### config.mk
export PLATFORM = sky130hd
export DESIGN_NAME = cdr_sym_timer
export DESIGN_NICKNAME = d
export VERILOG_FILES = /design/src/rtl/cdr_sym_timer.sv
export SDC_FILE = /design/constraint.sdc
export NUM_CORES = 1
export LEC_CHECK = 0
export ABC_AREA = 0
export ABC_CLOCK_PERIOD_IN_PS = 4900
export CAP_MARGIN = 5
export CORE_ASPECT_RATIO = 1.4
export CORE_MARGIN = 1
export CORE_UTILIZATION = 52
export CTS_CLUSTER_SIZE = 20
export DETAILED_ROUTE_END_ITERATION = 10
export HOLD_SLACK_MARGIN = 0.15
export PLACE_DENSITY = 0.8
export SETUP_SLACK_MARGIN = 0.4
export SLEW_MARGIN = 10
export SYNTH_ARGS = -nofsm -noshare
export SYNTH_HDL_FRONTEND = slang
export SYNTH_SLANG_ARGS = --single-unit
### constraint.sdc
create_clock -name i_clk -period 4.9 [get_ports i_clk]
set_clock_uncertainty 0.2 [all_clocks]
set_input_delay 0.98 -clock i_clk [delete_from_list [all_inputs] [get_ports i_clk]]
set_output_delay 0.98 -clock i_clk [all_outputs]
set_load 0.005 [all_outputs]
### src/rtl/cdr_sym_timer.sv
// cdr_sym_timer: symbol-timing generator for the CDR path.
// The block counts oversampling clocks within one symbol. It emits registered
// one-cycle strobes at NB_SMP programmable sample positions, plus
// phase-detector, frequency-sync and symbol-boundary strobes. It accepts
// single-clock advance/retard corrections. Period and position changes are
// applied only at symbol boundaries.
module cdr_sym_timer #(
    parameter int CNT_W  = 6,
    parameter int NB_SMP = 3
) (
    input  logic                    i_clk,
    input  logic                    i_rst,
    input  logic                    i_en,
    input  logic [CNT_W-1:0]        i_period,
    input  logic [NB_SMP*CNT_W-1:0] i_smp_pos,
    input  logic                    i_adj_valid,
    input  logic                    i_adj_dir,
    output logic [NB_SMP-1:0]       o_smp_en,
    output logic                    o_pd_en,
    output logic                    o_fs_en,
    output logic                    o_sym,
    output logic [CNT_W-1:0]        o_cnt,
    output logic                    o_adj_pend
);

    localparam logic [CNT_W-1:0] MIN_PER = CNT_W'(4);

    logic [CNT_W-1:0]  cnt_q, cnt_d;
    logic [CNT_W-1:0]  per_q, per_d;
    logic [CNT_W-1:0]  pos_q [NB_SMP];
    logic [CNT_W-1:0]  pos_d [NB_SMP];
    logic              pend_q, pend_d;
    logic              dir_q, dir_d;
    logic [NB_SMP-1:0] smp_q, smp_d;
    logic              pd_q, pd_d;
    logic              fs_q, fs_d;
    logic              sym_q, sym_d;

    logic [CNT_W-1:0]  per_clamp;
    logic [CNT_W-1:0]  end_cnt;
    logic              wrap;

    // Clamp the requested period and pick this symbol's terminal count from the pending correction
    always_comb begin
        per_clamp = (i_period < MIN_PER) ? MIN_PER : i_period;
        end_cnt   = per_q - CNT_W'(1);
        if (pend_q) begin
            end_cnt = dir_q ? (per_q - CNT_W'(2)) : per_q;
        end
        wrap = i_en && (cnt_q == end_cnt);
    end

    // Shadow period/positions reload while in reset and at every wrap, otherwise hold
    always_comb begin
        per_d = per_q;
        for (int k = 0; k < NB_SMP; k++) begin
            pos_d[k] = pos_q[k];
        end
        if (i_rst || wrap) begin
            per_d = per_clamp;
            for (int k = 0; k < NB_SMP; k++) begin
                pos_d[k] = i_smp_pos[k*CNT_W +: CNT_W];
            end
        end
    end

    // Counter advance, correction bookkeeping (wrap clears before a new request is taken) and strobe decodes
    always_comb begin
        cnt_d = cnt_q;
        if (wrap) begin
            cnt_d = '0;
        end else if (i_en) begin
            cnt_d = cnt_q + CNT_W'(1);
        end

        pend_d = wrap ? 1'b0 : pend_q;
        dir_d  = dir_q;
        if (i_adj_valid) begin
            if (!pend_d) begin
                pend_d = 1'b1;
                dir_d  = i_adj_dir;
            end else if (i_adj_dir != dir_q) begin
                pend_d = 1'b0;
            end
        end

        smp_d = '0;
        for (int k = 0; k < NB_SMP; k++) begin
            smp_d[k] = i_en && (cnt_q == pos_q[k]);
        end
        pd_d  = i_en && (cnt_q == (end_cnt - CNT_W'(2)));
        fs_d  = i_en && (cnt_q == (end_cnt - CNT_W'(1)));
        sym_d = wrap;
    end

    // Counter, correction and strobe registers with synchronous reset
    always_ff @(posedge i_clk) begin
        if (i_rst) begin
            cnt_q  <= '0;
            pend_q <= 1'b0;
            dir_q  <= 1'b0;
            smp_q  <= '0;
            pd_q   <= 1'b0;
            fs_q   <= 1'b0;
            sym_q  <= 1'b0;
        end else begin
            cnt_q  <= cnt_d;
            pend_q <= pend_d;
            dir_q  <= dir_d;
            smp_q  <= smp_d;
            pd_q   <= pd_d;
            fs_q   <= fs_d;
            sym_q  <= sym_d;
        end
    end

    // Shadow registers track the inputs during reset through their next-state logic
    always_ff @(posedge i_clk) begin
        per_q <= per_d;
        for (int k = 0; k < NB_SMP; k++) begin
            pos_q[k] <= pos_d[k];
        end
    end

    assign o_smp_en   = smp_q;
    assign o_pd_en    = pd_q;
    assign o_fs_en    = fs_q;
    assign o_sym      = sym_q;
    assign o_cnt      = cnt_q;
    assign o_adj_pend = pend_q;

endmodule

Word-level counts from Yosys, hierarchy flattened

Memory sizes are Yosys's and may differ from the RTL's.
Cells that the tools add are included.

Register bits after elaboration: 20
Memory bits (writable): 18
Word-level logic and storage cells: 39
Memories kept: 1

Memory list:

| memory | words | width | rd ports | clocked after memory_dff | wr ports | line | source |
|---|---|---|---|---|---|---|---|
| pos_q  | 3     | 6     | 3        | 0                        | 3        | 30   | `logic [CNT_W-1:0] pos_q [NB_SMP];` |

Add/subtract/negate cells: 5
Order comparisons: 1
Eq/ne operators: 7
Muxes and demuxes: 7
Bitwise gates (word level): 1
Reductions and logical operators: 9

Operators with widths:

| operator            | count |
|---|---|
| $eq 6x6->1          | 6 |
| $mux 18             | 1 |
| $mux 6              | 2 |
| $sub 6x1->6 const B | 2 |
| $sub 6x2->6 const B | 2 |
| $add 6x1->6 const B | 1 |
| $logic_and 1x1->1   | 6 |
| $lt 6x3->1 const B  | 1 |
| $mux 1              | 4 |
| $reduce_and 2->1    | 1 |
| $reduce_or 2->1     | 1 |
| $logic_or 1x1->1    | 1 |
| $ne 1x1->1          | 1 |
| $not 1->1           | 1 |

Longest topological paths before layout

Gate-level depths: netlist of run 1.

Word-level depth: 8
Gate-level depth with buffers: 8
Gate-level depth less buffers: 8

Worst setup path after synthesis of run 1

OpenSTA, ideal clock, no wires.

Path kind: reg2reg
From: register per_q[2]
To: register per_q[0], enable pin
Setup time: 0.417 ns
Data arrival time: 3.008 ns
Setup slack: 1.275 ns
Stages on the path, launching flop included: 8
Path buffers: 0
Clock period less this slack: 3.625 ns
Cells stage by stage: edfxtp_1 > inv_1 > ha_1 > and3b_1 > or4b_4 > a21oi_1 > nor3_1 > o31ai_2

Word-level cells in the longest chain between the ends: 6
Elaborated cells on any way between the ends: 7
Classes of those cells: 2 x add/sub; 1 x eq/ne; 2 x mux; 2 x reduce/logical

Ends and longest elaborated chain:

| what                     | line | source |
|---|---|---|
| start: declaration       | 29   | `logic [CNT_W-1:0] per_q, per_d;` |
| start signal: assignment | 119  | `per_q <= per_d;` |
| $sub 6x2->6              | 48   | `end_cnt = dir_q ? (per_q - CNT_W'(2)) : per_q;` |
| $mux 6                   | 48   |  |
| $mux 6 *                 | 47   | `if (pend_q) begin` |
| $eq 6x6->1 *             | 50   | `wrap = i_en && (cnt_q == end_cnt);` |
| $logic_and 1x1->1 *      | 50   |  |
| $logic_or 1x1->1 *       | 59   | `if (i_rst \|\| wrap) begin` |

Every way passes the cells marked *; elsewhere a longest branch is shown, timed or not.
A chain may end at the register's enable or synchronous reset.

==> reports/qor.yml, run 1 <==
fin_total_pwr_uw: 715
clockPowerShare_pct: 27.3
avgSynthCellArea_um2: 11.0
r2r_end: "pos_q[0][5]"
seqPwrFrac_pct: 52.7
via_per_inst: 5.60
die_width_um: 56.3
synthTopCellsByArea: "edfxtp_1 (34%), dfxtp_1 (13%), xnor2_1 (7.7%), xor2_1 (7.3%), ha_1 (4.1%)"
fin_hold_ws_ns: 0.369
htreeDepth: 2
cp-end-kind: "register"
clkTransAtPathRegs_ns: 0.07
tritoncts: "built"
finalSetupTns_ns: 0
rsz0062_at_grt: "no"
pre_cts_ws_ns: 1.84
rrSetupSlack_ns: 1.83
ant_nets: 0
cts_buffers: 5
wl_mm: 4.03
syn-num-nets: 231
drt_pass1_iterations: 4
grt_util_all_layers_pct: 19.6
intPower_uw: 531
grt_max_degree: 27
power_density_nw_per_um2: 270
core.rowCount: 27
clock.fmax_ghz: 0.326
nFillCells: 330
rr_worst_depth: 8
gr-total-overflow: 0
hold_path.class: "register to register"
cts_setup_buffers: 0
startpoint_type: "register"
period_needed_ns: 3.07
path_class: "register to register"
min_delay_worst_endpoint: "o_smp_en[1]"
fin_crit_sh_pct: 62.6
postCtsHoldBufs: 0
p_sw_share_pct: 25.7
gp_congestion: 0.847
synth-async-reset-ratio_pct: 0
post_drt_wl_per_cell_um: 14.6
max-slew-margin-rel_pct: 57.9
drv_cap: 0
grt_pass1_wl_mm: 6.56
grt_antenna_before_repair: 0
synth_seq_cells: 38
worstHoldPathCells: 3
hold_viol_final: 0
comb_power_share_pct: 20.0
clock_latency_ns: 0.28
path_max_fanout: 26
grt_pass1_vias: 1536
clock_path_buffers: 2
drive_gt1_share_pct: 7.30
hpwl_mm: 3.10
drt_iter0_drc: 50
coreArea_um2: 3950
critical_path_required_ns: 4.65
yosysTopAreaCellShare_pct: 33.5
setup_viol: 0
synth_common_cells: "edfxtp_1 (24), xnor2_1 (19), xor2_1 (18)"
synthDistinctLibCells: 50
clock_sinks: 38
synth_flop_cell: "edfxtp_1"
hp-start: "pos_q[0][9]"
io_buffer_count: 41
worst_slew_pin_slew_ns: 0.630
postLayoutSetupSlackWorst_ns: 1.83
ys_seq_area_share_pct: 46.6
clockRootBuffer: "clkbuf_8"
die-height_um: 78.1
area_delta_synth_final_pct: 23.5
yosysWarnings: 0
ioPinCount: 42
start_util_pct: 54.4
synth.most_common_cell: "edfxtp_1"
antenna_cells: 0
leakage_nw: 0.980
cts-resized-gates: 0
yosysTopAreaCell: "edfxtp_1"
r2r-start: "per_q[2]"
synthesis.area_um2: 2150
drc: 0
num_vias: 1545
dieArea_um2: 4400
report.final.slew_viol_count: 0
fin_nets: 268
synth_edf_count: 24
syn_inst: 195
p_sw_uw: 184
ir_worst_vdd_mv: 0.282
crit_arrival_ns: 2.82
outcome: "completed"
==> worst max path at each step <==
stage | startpoint | to
2_1_floorplan | per_q[2] | per_q[0]
3_3_place_gp | i_en | pos_q[0][5]
3_5_place_dp | i_en | pos_q[0][4]
4_1_cts | per_q[2] | pos_q[0][5]
5_1_grt | per_q[2] | pos_q[0][5]
6_report | per_q[2] | pos_q[0][5]
==> routing by layer <==
| metal | part of all wire [%] | global-route usage (%) |
|---|---|---|
| met1 | 38 | 20.4 |
| met3 | 3.3 | 4.12 |
| met4 | 3.7 | 10.7 |
| met5 | 0 | 0 |
| met2 | 55 | 36.0 |
==> cell type report <==
cell class,instances,area (um^2),area share (%)
clock inverter,1,3.75,0.141
timing repair buffer,42,418,15.7
multi-input combinational,135,1060,40.1
clock buffer,7,76.3,2.88
tap,43,53.8,2.03
inverter,10,37.5,1.41
sequential,38,1000,37.7
==> registers in the layout, summed over array words and instances (netlist names) <==
name and cells:
o_fs_en 1, o_cnt 6, per_q 6, o_sym 1
o_pd_en 1, pos_q 18, dir_q 1, o_smp_en 3
o_adj_pend 1
==> cell usage in the layout (no fill, tap or decap), drive strengths merged, types with 2 or more instances in the layout <==
cell type and instances:
edfxtp 24, nand4 6, xnor2 19, nor3 4
xor2 19, clkbuf 7, nand3 3, nand2b 3
dfxtp 14, nor4 7, a2111oi 2, mux2 2
o22ai 2, o21ai 3, nor2 11, o221ai 2
and3 2, ha 7, a21boi 3, nor2b 4
o31ai 2, inv 10, nand3b 2, nand2 11
mux2i 2, clkdlybuf4s50 41, or3 3
==> power by group through the flow <==
stage,registers (mW),clock network (mW),logic (mW)
after global placement,0.383,0,0.140
after floorplan,0.374,0,0.105
after global routing,0.379,0.213,0.158
after CTS,0.377,0.200,0.145
after detailed placement,0.384,0,0.143
final,0.377,0.196,0.143
==> stage by stage <==
stage / utilization (%) / std cells / instance area (um^2)
2_1_floorplan: - / 195 / 2150
3_3_place_gp: 65.1 / 268 / 2570
3_5_place_dp: 65.1 / 268 / 2570
4_1_cts: 67.1 / 276 / 2650
5_1_grt: 67.1 / 276 / 2650
6_report: 67.1 / 276 / 2650
==> critical path: stages (launching register included) <==
cell      delay (ns)
edfxtp_1        0.46
inv_1           0.09
ha_1            0.18
and3b_1         0.22
or4b_4          0.53
a21oi_1         0.17
nor3_1          0.12
o31ai_4         0.39
buf_4           0.37
==> cell families (layout without fill, tap and decap cells) <==
kind of cell / count (synthesis) / count (layout) / synth area share [%]
AND/OR/NAND/NOR: 62 / 62 / 16.1
XOR/XNOR: 39 / 39 / 16.9
flip-flops: 38 / 38 / 46.6
AO/OA/AOI/OAI: 23 / 23 / 9.90
buffers and inverters: 22 / 60 / 4.31
adder cells (fa/ha/maj): 7 / 7 / 4.08
multiplexers: 4 / 4 / 2.15
(Power assumes the default switching activity.)
==> inputs of run 2 (changes only) <==
- ABC_CLOCK_PERIOD_IN_PS: 4900 -> 2500
- CORE_UTILIZATION: 52 -> 47
- PLACE_DENSITY: 0.8 -> 0.76
- clock period: 4.9 -> 2.5 ns (I/O delays scaled with it)
==> run 2 against run 1 <==
  * Critical path type unchanged
  * Non-clock buffer count is 29 higher
  * Largest cell class unchanged
  * Power is 110% higher
  * Maximum frequency is 20% higher
  * The flow now finishes with violations (setup timing)
==> reports/qor.yml, run 2 (same netlist as run 1, synthesis figures left out) <==
ant_nets: 0
die-height_um: 82.0
io_buffer_count: 41
grt_max_degree: 26
wl_met3_um: 165
period_needed_ns: 2.56
grt_antenna_before_repair: 0
grt_pass1_vias: 1756
path_cells: "inv_2 > ha_2 > and3b_2 > nor4_2 > buf_4 > and3_1 > nor3_4 > o31ai_4 > buf_12"
slowest_stage: "edfxtp_1"
hold_viol_final: 0
r2r-start: "per_q[1]"
dieArea_um2: 4850
final_cell_mix: "clkdlybuf4s50_1 (41), buf_4 (26), edfxtp_1 (24)"
path_class: "register to register"
clock_sinks: 38
report.final.slew_viol_count: 0
drv_cap: 0
violations: "setup timing"
drt_pass1_iterations: 4
pre_cts_ws_ns: -0.148
grt_util_all_layers_pct: 22.5
hp-start: "pos_q[0][13]"
crit_start: "per_q[1]"
ioPinCount: 42
drt_iter0_drc: 41
clock.fmax_ghz: 0.391
antenna_cells: 0
rsz0062_at_grt: "yes"
path_max_fanout: 25
cp-end-kind: "register"
worst_slew_pin_slew_ns: 0.526
tritoncts: "built"
wl_met2_mm: 2.67
die_width_um: 59.1
max_stage_delay_ns: 0.38
layout_commonest_cell: "clkdlybuf4s50_1"
post_drt_wl_per_cell_um: 14.8
crit_arrival_ns: 2.36
rrSetupSlack_ns: -0.06
gp_congestion: 0.907
wl_mm: 4.77
regMostFlops: "pos_q"
top_layer_used: "met4"
met1_length_mm: 1.72
coreArea_um2: 4310
fin_crit_sh_pct: 102
max-slew-margin-rel_pct: 64.7
postLayoutSetupSlackWorst_ns: -0.0607
leakage_nw: 1.15
grt_pass1_wl_mm: 7.76
gr-total-overflow: 0
power_density_nw_per_um2: 505
htreeDepth: 2
start_util_pct: 49.9
clock_latency_ns: 0.30
num_vias: 1697
largest_reg_flops: 18
area_delta_synth_final_pct: 41.1
fin_hold_ws_ns: 0.380
critical_path_required_ns: 2.30
drc: 0
hpwl_mm: 3.64
outcome: "finished, violations left"
clkTransAtPathRegs_ns: 0.08
via_per_inst: 5.27
ir_worst_vdd_mv: 0.361
clock_path_buffers: 2
hold_path.class: "register to register"
clockRootBuffer: "clkbuf_8"
cts_buffers: 5
setup_viol: 30
drive_gt1_share_pct: 25.6
core.rowCount: 28
startpoint_type: "register"
fin_nets: 297
## run 2: worst paths after layout
kind / cells after the start / to
setup / recovery: 9 / pos_q[0][5]
hold / removal: 2 / o_smp_en[2]
setup reg to reg: 9 / pos_q[0][5]
hold reg to reg: 2 / o_smp_en[2]
## run 2: critical path, delay by kind of cell, from the launching register on
kind / cells / cell delay [ns]
flops: 1 / 0.38
fa+ha+maj: 1 / 0.17
buf+inv: 3 / 0.45
compound gates: 1 / 0.24
simple gates: 4 / 0.82
## run 2: layout make-up
class | count | area [um^2]
Clock buffer | 6 | 72.6
Timing Repair Buffer | 71 | 668
Clock inverter | 2 | 15.0
Sequential cell | 38 | 1010
Fill cell | 328 | 1280
Multi-Input combinational cell | 135 | 1150
Tap cell | 60 | 75.1
Inverter | 10 | 37.5
## run 2: where the power goes
part,total [mW],internal (mW),switching (mW),leakage [nW]
registers,0.729,0.701,0.0276,0.351
logic,0.381,0.207,0.173,0.757
clock network,0.423,0.196,0.227,0.0374
## run 2: layer usage
metal / global-route usage (%) / vias up
met1: 21.0 / 799
met4: 14.5 / 0
met3: 4.72 / 17
li1: - / 826
met5: 0 / -
met2: 43.2 / 55
## run 2: per-stage QoR
stage               TNS, ns  cell area (um^2)  power [mW]  utilization (%)  instances
global placement      -2.66              2860        1.09             66.4        312
floorplan            -13.69              2190       0.945                -        195
global route          -4.59              3030        1.60             70.4        322
finish                -1.50              3030        1.53             70.4        322
CTS                   -1.11              3010        1.54             69.9        322
detailed placement    -4.40              2860        1.09             66.4        312
## run 2: timing repair
item / in CTS / in global routing
hold endpoints to repair: 0 / 0
hold buffers: 0 / 0
buffers inserted: 2 / 0
setup endpoints to repair: 39 / 37
gates resized for setup: 17 / 5
pin swaps: 3 / 1
==> inputs of run 3 (changes only) <==
- ABC_CLOCK_PERIOD_IN_PS: 2500 -> 2700
- CORE_UTILIZATION: 47 -> 63
- DONT_BUFFER_PORTS: not set -> 1
- PLACE_DENSITY: 0.76 -> 0.79
- clock period: 2.5 -> 2.7 ns (I/O delays scaled with it)
==> run 3 against run 2 <==
  * Hold slack worse by 0.20 ns
  * Combinational power is 13% lower
  * Via count is 5.5% higher
  * Final area is 7.2% lower
  * Clock-buffer cell count is 1 lower
  * Global-route usage is 15 points higher
  * Critical path type unchanged
  * Sequential power is 5.3% lower
  * The flow now finishes without violations
==> reports/qor.yml, run 3 (same netlist as run 1, synthesis figures left out) <==
path_max_fanout: 15
hold_viol_final: 0
ant_nets: 0
antenna_cells: 0
finalSetupTns_ns: 0
setup_viol: 0
hpwl_mm: 3.17
largest_reg_flops: 18
drc: 0
report.final.slew_viol_count: 0
ioPinCount: 42
wl_mm: 6.54
via_per_inst: 6.63
area_delta_synth_final_pct: 31.0
power_density_nw_per_um2: 567
cp_top_family: "compound AO/OA/AOI/OAI gates"
outcome: "completed"
path_cells: "inv_1 > ha_2 > mux2_4 > o211ai_4 > xor2_2 > nand4_2 > o31ai_4 > buf_4 > buf_16"
place_area_um2: 2260
clock_sinks: 38
drv_cap: 0
max_stage_delay_ns: 0.39
cts_buffers: 5
use_met1_pct: 39.7
use_met3_pct: 8.82
path_class: "register to register"
path_buf_inv: 3
fin_total_pwr_mw: 1.60
clkTransAtPathRegs_ns: 0.08
grt_util_all_layers_pct: 37.5
startpoint_type: "register"
die-height_um: 71.1
slowest_stage: "edfxtp_1"
intPower_mw: 1.17
critical_path_required_ns: 2.51
die_width_um: 51.4
drive_gt1_share_pct: 25.5
comb_power_share_pct: 20.8
clockRootBuffer: "clkbuf_8"
seqPwrFrac_pct: 43.2
design_area_um2: 2810
start_util_pct: 67.5
final_cell_mix: "edfxtp_1 (24), dlygate4sd3_1 (22), xnor2_1 (17)"
hold_path.class: "input pin to register"
regArea_um2: 1000
fin_crit_sh_pct: 96.5
period_needed_ns: 2.61
leakage_nw: 1.07
clock_latency_ns: 0.30
clock.fmax_ghz: 0.384
gr-total-overflow: 0
core.rowCount: 24
grt-busiest-layer: "met2"
io_buffer_count: 0
worst_slew_pin_slew_ns: 0.604
clockPowerShare_pct: 36.0
gp_congestion: 0.942
rrSetupSlack_ns: 0.09
layout_commonest_cell: "edfxtp_1"
p_sw_uw: 422
grt_pass1_vias: 1878
rsz0062_at_grt: "yes"
dieArea_um2: 3650
p_sw_share_pct: 26.5
num_vias: 1791
coreArea_um2: 3180
fin_nets: 266
post_drt_wl_per_cell_um: 24.2
regMostFlops: "pos_q"
gr-usage-met2_pct: 64.9
grt_max_degree: 16
grt_pass1_wl_mm: 9.64
cp-end-kind: "register"
drt_iter0_drc: 101
crit_arrival_ns: 2.42
multi_input_comb_area_um2: 1200
nFillCells: 140
ir_worst_vdd_mv: 0.545
max-slew-margin-rel_pct: 59.7
tritoncts: "built"
grt_antenna_before_repair: 0
clock_path_buffers: 2
htreeDepth: 2
drt_pass1_iterations: 4
## run 3: final cells by class
class / count / area share, %
multi-input combinational: 135 / 42.6
tap: 39 / 1.73
timing repair buffer: 40 / 14.1
clock inverter: 3 / 2.27
sequential: 38 / 35.6
clock buffer: 5 / 2.45
inverter: 10 / 1.33
## run 3: worst register-to-register path: stages (launching register included)
cell      delay, ns
edfxtp_1       0.39
inv_1          0.06
ha_2           0.19
mux2_4         0.28
o211ai_4       0.21
xor2_2         0.22
nand4_2        0.17
o31ai_4        0.29
buf_4          0.17
buf_16         0.15
## run 3: layer usage
metal / up-vias / wire, um
li1: 761 / -
met1: 857 / 2220
met2: 124 / 3440
met3: 49 / 495
met4: 0 / 393
met5: - / 0
## run 3: final timing paths
check | start | end | depth (start not counted)
worst min register to register | pos_q[0][2] | o_smp_en[0] | 3
worst max register to register | per_q[0] | per_q[1] | 9
worst max-delay path | per_q[0] | per_q[1] | 9
worst min-delay path | i_adj_dir | dir_q | 2
## run 3: timing repair
item / CTS / global route
gates cloned: 1 / 0
endpoints found under the setup margin: 34 / 35
resized for setup: 17 / 10
pin swaps: 5 / 6
hold buffers: 22 / 0
hold endpoints to repair: 23 / 0
setup buffers: 8 / 1
## run 3: power by group through the flow
stage,logic (mW),registers (mW),clock network [mW]
floorplan,0.196,0.678,0
global placement,0.213,0.693,0
detailed placement,0.225,0.696,0
CTS,0.290,0.684,0.562
global route,0.349,0.692,0.598
finish,0.332,0.690,0.574
## run 3: through the flow
stage                     setup slack, ns  util, %  instances  hold slack (ns)
after CTS                           0.148     86.8        269            0.187
after detailed placement           0.0796     71.0        230            0.363
after floorplan                    -0.283        -        195            0.317
after global routing               0.0331     88.4        270            0.192
after global placement              0.138     71.0        230            0.354
final                              0.0946     88.4        270            0.183
==> RTL edit 1 (flow settings as in run 2) <==
Register the inputs `i_en`, `i_period`, `i_smp_pos`, `i_adj_valid` and `i_adj_dir` before use, cleared by the reset. The logic sees them one clock later.
--- a/src/rtl/cdr_sym_timer.sv
+++ b/src/rtl/cdr_sym_timer.sv
@@ -25,6 +25,28 @@
 
     localparam logic [CNT_W-1:0] MIN_PER = CNT_W'(4);
 
+    logic i_en_q;
+    logic [CNT_W-1:0] i_period_q;
+    logic [NB_SMP*CNT_W-1:0] i_smp_pos_q;
+    logic i_adj_valid_q;
+    logic i_adj_dir_q;
+
+    always_ff @(posedge i_clk) begin
+        if (i_rst) begin
+            i_en_q        <= '0;
+            i_period_q    <= '0;
+            i_smp_pos_q   <= '0;
+            i_adj_valid_q <= '0;
+            i_adj_dir_q   <= '0;
+        end else begin
+            i_en_q        <= i_en;
+            i_period_q    <= i_period;
+            i_smp_pos_q   <= i_smp_pos;
+            i_adj_valid_q <= i_adj_valid;
+            i_adj_dir_q   <= i_adj_dir;
+        end
+    end
+
     logic [CNT_W-1:0]  cnt_q, cnt_d;
     logic [CNT_W-1:0]  per_q, per_d;
     logic [CNT_W-1:0]  pos_q [NB_SMP];
@@ -42,12 +64,12 @@
 
     // Clamp the requested period and pick this symbol's terminal count from the pending correction
     always_comb begin
-        per_clamp = (i_period < MIN_PER) ? MIN_PER : i_period;
+        per_clamp = (i_period_q < MIN_PER) ? MIN_PER : i_period_q;
         end_cnt   = per_q - CNT_W'(1);
         if (pend_q) begin
             end_cnt = dir_q ? (per_q - CNT_W'(2)) : per_q;
         end
-        wrap = i_en && (cnt_q == end_cnt);
+        wrap = i_en_q && (cnt_q == end_cnt);
     end
 
     // Shadow period/positions reload while in reset and at every wrap, otherwise hold
@@ -59,7 +81,7 @@
         if (i_rst || wrap) begin
             per_d = per_clamp;
             for (int k = 0; k < NB_SMP; k++) begin
-                pos_d[k] = i_smp_pos[k*CNT_W +: CNT_W];
+                pos_d[k] = i_smp_pos_q[k*CNT_W +: CNT_W];
             end
         end
     end
@@ -69,27 +91,27 @@
         cnt_d = cnt_q;
         if (wrap) begin
             cnt_d = '0;
-        end else if (i_en) begin
+        end else if (i_en_q) begin
             cnt_d = cnt_q + CNT_W'(1);
         end
 
         pend_d = wrap ? 1'b0 : pend_q;
         dir_d  = dir_q;
-        if (i_adj_valid) begin
+        if (i_adj_valid_q) begin
             if (!pend_d) begin
                 pend_d = 1'b1;
-                dir_d  = i_adj_dir;
-            end else if (i_adj_dir != dir_q) begin
+                dir_d  = i_adj_dir_q;
+            end else if (i_adj_dir_q != dir_q) begin
                 pend_d = 1'b0;
             end
         end
 
         smp_d = '0;
         for (int k = 0; k < NB_SMP; k++) begin
-            smp_d[k] = i_en && (cnt_q == pos_q[k]);
+            smp_d[k] = i_en_q && (cnt_q == pos_q[k]);
         end
-        pd_d  = i_en && (cnt_q == (end_cnt - CNT_W'(2)));
-        fs_d  = i_en && (cnt_q == (end_cnt - CNT_W'(1)));
+        pd_d  = i_en_q && (cnt_q == (end_cnt - CNT_W'(2)));
+        fs_d  = i_en_q && (cnt_q == (end_cnt - CNT_W'(1)));
         sym_d = wrap;
     end
 
Check against the original RTL: not equivalent (Yosys sat finds a counterexample within 4 cycles, from zero or initial values and one cycle with i_rst high).
==> RTL edit 1 against run 2 <==
Global-route usage decreased by 3.1 points. Sequential cell count increased by 27. Synthesized area increased by 34%. Worst setup slack got worse by 0.052 ns. Fmax decreased by 2.0%. Total power increased by 68%. Clock power increased by 130%. Core utilization decreased by 1.2 points. Highest routed layer unchanged. Wire length increased by 26%. Synthesized cell count increased by 29%. Cell area increased by 34%. Die area increased by 33%. The flow still finishes with violations (setup timing).
==> RTL edit 1: results (changes against run 2) <==
Status
  – Status: complete, but fails checks
  – Failing checks: setup timing

Route
  – Via count: 2073 (+22%)
  – Iter 0 DRT Violations: 71 (+73%)
  – Total Wirelength: 6010 µm (+26%)
  – 1st-pass router iterations: 4 (unchanged)

STA
  – Final setup margin: -0.113 ns (-0.0519 ns)
  – Setup-failing EPs final: 26 (-13%)
  – Hold Slack: 0.199 ns (-0.181 ns)
  – Worst-margin pin slew: 0.476 ns (-0.0502 ns)

Power and ir drop
  – Power per cell area: 637 mW/mm² (+26%)
  – Clock power share: 36.9% (+9.3 points)
  – P_int: 0.00197 W (+78%)
  – Maximum vdd drop: 520 µV (+44%)
  – Static Leak: 1.59 nW (+39%)

Placed design
  – Post-DP HPWL: 3990 µm (+9.7%)
  – Cell Area, Placed: 0.00357 mm² (+25%)
  – Final RePlAce weighted congestion: 0.850 (-6.2%)

Worst hold path
  – WHS Endpoint: pos_q[0][3]$_DFFE_PP_
  – Hold Path Depth: 0 (-2)

Yosys
  – Cell variety after synth: 51 (+2.0%)
  – Most frequent cells after synthesis: dfxtp_1 (41), nor2b_1 (31), edfxtp_1 (24)
  – Syn Nets: 288 (+25%)
  – Synth top area cells: dfxtp_1 (29%), edfxtp_1 (25%), nor2b_1 (6.8%), xnor2_1 (5.8%), xor2_1 (5.5%)
  – Sequential fraction of the synthesis area: 53.7% (+7.1 points)

Global routing
  – Vias in the first global route: 2003 (+14%)
  – All-Layer GR Usage: 19.4% (-3.1 points)
  – First-pass GRT wire length: 8910 µm (+15%)
  – Largest net degree at the start of global routing: 31 (+19%)

Critical path
  – Worst Setup SP: per_q[0]$_SDFFCE_PN0P_
  – CP arrival: 2.46 ns (+0.10 ns)
  – Worst setup path end: pos_q[0][10]$_DFFE_PP_
  – Worst R2R Path Depth: 7 (-2)
  – Max FO, Critical Path: 8 (-68%)

Cells and area
  – Fraction of layout cells with a size suffix above 1: 27.1% (+1.5 points)

Clocking
  – Root buf cell: clkbuf_8
  – H-Tree Depth: 3 (+1)
  – Number of buffers created by CTS: 9 (+4)
  – Setup repair bufs after CTS: 1 (-1)
  – Worst-Skew Late Latency: 0.33 ns (+0.03 ns)
  – Post-CTS sizing: 14 (-3)
==> RTL edit 1: cell types whose count changed in the layout (fill, tap and decap cells not counted), sizes merged <==
cell,change
buf,+5
bufinv,+2
clkbuf,+6
clkdlybuf4s50,-1
clkinv,+3
clkinvlp,-1
dfxtp,+27
dlymetal6s2s,+1
nor2b,+27
xnor3,+1
==> RTL edit 1: layout make-up <==
type	instances	area [µm²]
inverter	10	37.5
multi-input combinational	163	1400
clock inverter	6	81.3
timing repair buffer	78	757
fill	426	1810
sequential	65	1550
clock buffer	10	138
tap	70	87.6
==> RTL edit 1: cell families after synthesis <==
| family | share of synthesized area (%) |
|---|---|
| AND/OR/NAND/NOR | 17.9 |
| flip-flops | 53.7 |
| XOR/XNOR | 12.6 |
| buffers and inverters | 3.66 |
| AO/OA/AOI/OAI | 7.41 |
| adder cells (fa/ha/maj) | 3.05 |
| multiplexers | 1.61 |
==> RTL edit 1: worst max-delay path, stage by stage, from the launching register on <==
cell	delay, ns
edfxtp_1	0.43
buf_4	0.17
xnor2_1	0.36
xnor2_1	0.31
nand4_2	0.22
o31ai_4	0.32
buf_6	0.16
clkbuf_16	0.15
==> RTL edit 1: layer usage <==
metal  share of wire (%)  vias to the layer above  global-route usage, %
li1                    -                     1018                      -
met2                  57                       55                   34.0
met1                  36                      984                   18.8
met4                 4.1                        0                   14.2
met3                 2.9                       16                   4.95
met5                   0                        -                      0
==> RTL edit 1: metrics by stage <==
step | std cells | setup TNS (ns) | util (%) | worst slack, ns
after floorplan | 252 | -13.69 | - | -0.483
after global placement | 376 | -0.185 | 60.9 | -0.00815
after detailed placement | 376 | -0.949 | 60.9 | -0.0383
after CTS | 393 | -0.870 | 65.5 | -0.0418
after global routing | 402 | -4.58 | 69.1 | -0.178
final | 402 | -2.35 | 69.1 | -0.113
==> RTL edit 2 (flow settings as in run 2) <==
Without the edit above. `NB_SMP`: 3 -> 6.
--- a/src/rtl/cdr_sym_timer.sv
+++ b/src/rtl/cdr_sym_timer.sv
@@ -6,7 +6,7 @@
 // applied only at symbol boundaries.
 module cdr_sym_timer #(
     parameter int CNT_W  = 6,
-    parameter int NB_SMP = 3
+    parameter int NB_SMP = 6
 ) (
     input  logic                    i_clk,
     input  logic                    i_rst,
Ports: changed (resized i_smp_pos and o_smp_en); port bits go from 42 to 63. The function was not compared with the original's and may differ.
==> RTL edit 2 against run 2 <==
The run still ends with setup timing left. Worst hold slack lost 0.020 ns. Synthesized area is 36% higher. Cell area increased by 43%. Die area rose by 35%. Clock power up 97%. Critical path depth grew 1. Sequential cell count grew 21. Fmax shrank 0.99%. Combinational power rose by 37%. Wire length increased by 45%. Via count increased by 29%. Synthesized cell count grew 22%. Total power is 63% higher. Worst setup slack got worse by 0.026 ns. Critical path type unchanged. Largest power group unchanged. Highest routed layer unchanged.
==> RTL edit 2: results (changes against run 2) <==
Global routing
  – Largest net degree at the start of global routing: 18 (-31%)
  – Met2 usage: 41.3% (-1.9 points)
  – All-Layer GR Usage: 23.0% (+0.48 points)
  – First-pass GRT wire length: 10400 µm (+34%)
  – GRT met3 Usage: 6.58% (+1.9 points)
  – GR Layer Usage met1: 22.1% (+1.1 points)

STA
  – Final setup margin: -0.0862 ns (-0.0256 ns)
  – Setup-failing EPs final: 46 (+53%)
  – Slew headroom: 67.3% (+2.6 points)

Route
  – Avg Vias per Cell: 5.34 (+1.3%)
  – M1 WL: 2490 µm (+45%)
  – Met2 wire length: 3790 µm (+42%)
  – Iter 0 DRT Violations: 63 (+54%)
  – Met3 wire length: 278 µm (+68%)

Critical path
  – CP arrival: 2.43 ns (+0.07 ns)
  – Worst setup path end: pos_q[4][0]$_DFFE_PP_
  – Worst R2R Path Depth: 10 (+1)

Yosys
  – Sequential fraction of the synthesis area: 54.8% (+8.2 points)
  – Mux contribution to synthesized area: 1.80% (-0.36 points)
  – Synth top area cells: edfxtp_1 (43%), dfxtp_1 (12%), xnor2_1 (9.3%), xor2_1 (8.4%), ha_1 (3.0%)
  – Synth Area in XOR/XNOR: 18.2% (+1.4 points)
  – Post-synth EDFFs: 42 (+75%)
  – Most frequent cells after synthesis: edfxtp_1 (42), xnor2_1 (31), xor2_1 (28)
  – Post-Synth Adder-Cell Area: 3.00% (-1.1 points)
  – Post-synthesis compound-gate area fraction: 5.48% (-4.4 points)
  – Syn Nets: 291 (+26%)

Power and ir drop
  – Clock group: 0.000834 W (+97%)
  – Net Switching: 0.000615 W (+44%)
  – Maximum vdd drop: 437 µV (+21%)

Cells and area
  – Fraction of layout cells with a size suffix above 1: 26.1% (+0.53 points)
  – Synth-to-Final Area Change: 48.6%
  – Final #Nets: 390 (+31%)
  – Largest register FFs: 36 (+18)
  – Filler cells: 413 (+26%)

Worst hold path
  – Hold Path Depth: 3 (+1)
  – Hold_sp: pos_q[4][3]$_DFFE_PP_

Clocking
  – H-Tree Depth: 3 (+1)
  – Number of buffers created by CTS: 9 (+4)
  – Worst-Skew Late Latency: 0.33 ns (+0.03 ns)
  – Post-CTS sizing: 25 (+8)

Status
  – Failing checks: setup timing
  – Status: complete, but fails checks

Placed design
  – Total of buffers placed on input and output ports: 62 (+51%)
  – Final RePlAce weighted congestion: 0.905 (-0.19%)
  – Dpl cells: 382 (+22%)
  – Setup Slack @ Placement: -0.0926 ns (+0.0551 ns)
-- RTL edit 2: changes by cell type in the layout (fill, tap and decap cells not counted), sizes merged, moves of 8 or more --
cell           delta
clkdlybuf4s50    +21
edfxtp           +18
xnor2            +13
buf               +9
xor2              +9
clkbuf            +8
-- RTL edit 2: area by class of cell --
class / instances / area share, %
Timing Repair Buffer: 102 / 23.3
Inverter: 9 / 0.893
Sequential cell: 59 / 36.9
Clock buffer: 13 / 3.43
Clock inverter: 3 / 0.922
Multi-Input combinational cell: 155 / 32.4
Tap cell: 70 / 2.02
-- RTL edit 2: worst max-delay path, stage by stage, from the launching register on --
cell	delay, ns
edfxtp_1	0.37
inv_2	0.08
ha_4	0.27
and3b_1	0.17
a211o_1	0.28
buf_6	0.15
xnor2_4	0.16
nand4_4	0.11
o21bai_4	0.21
buf_6	0.15
clkbuf_16	0.15
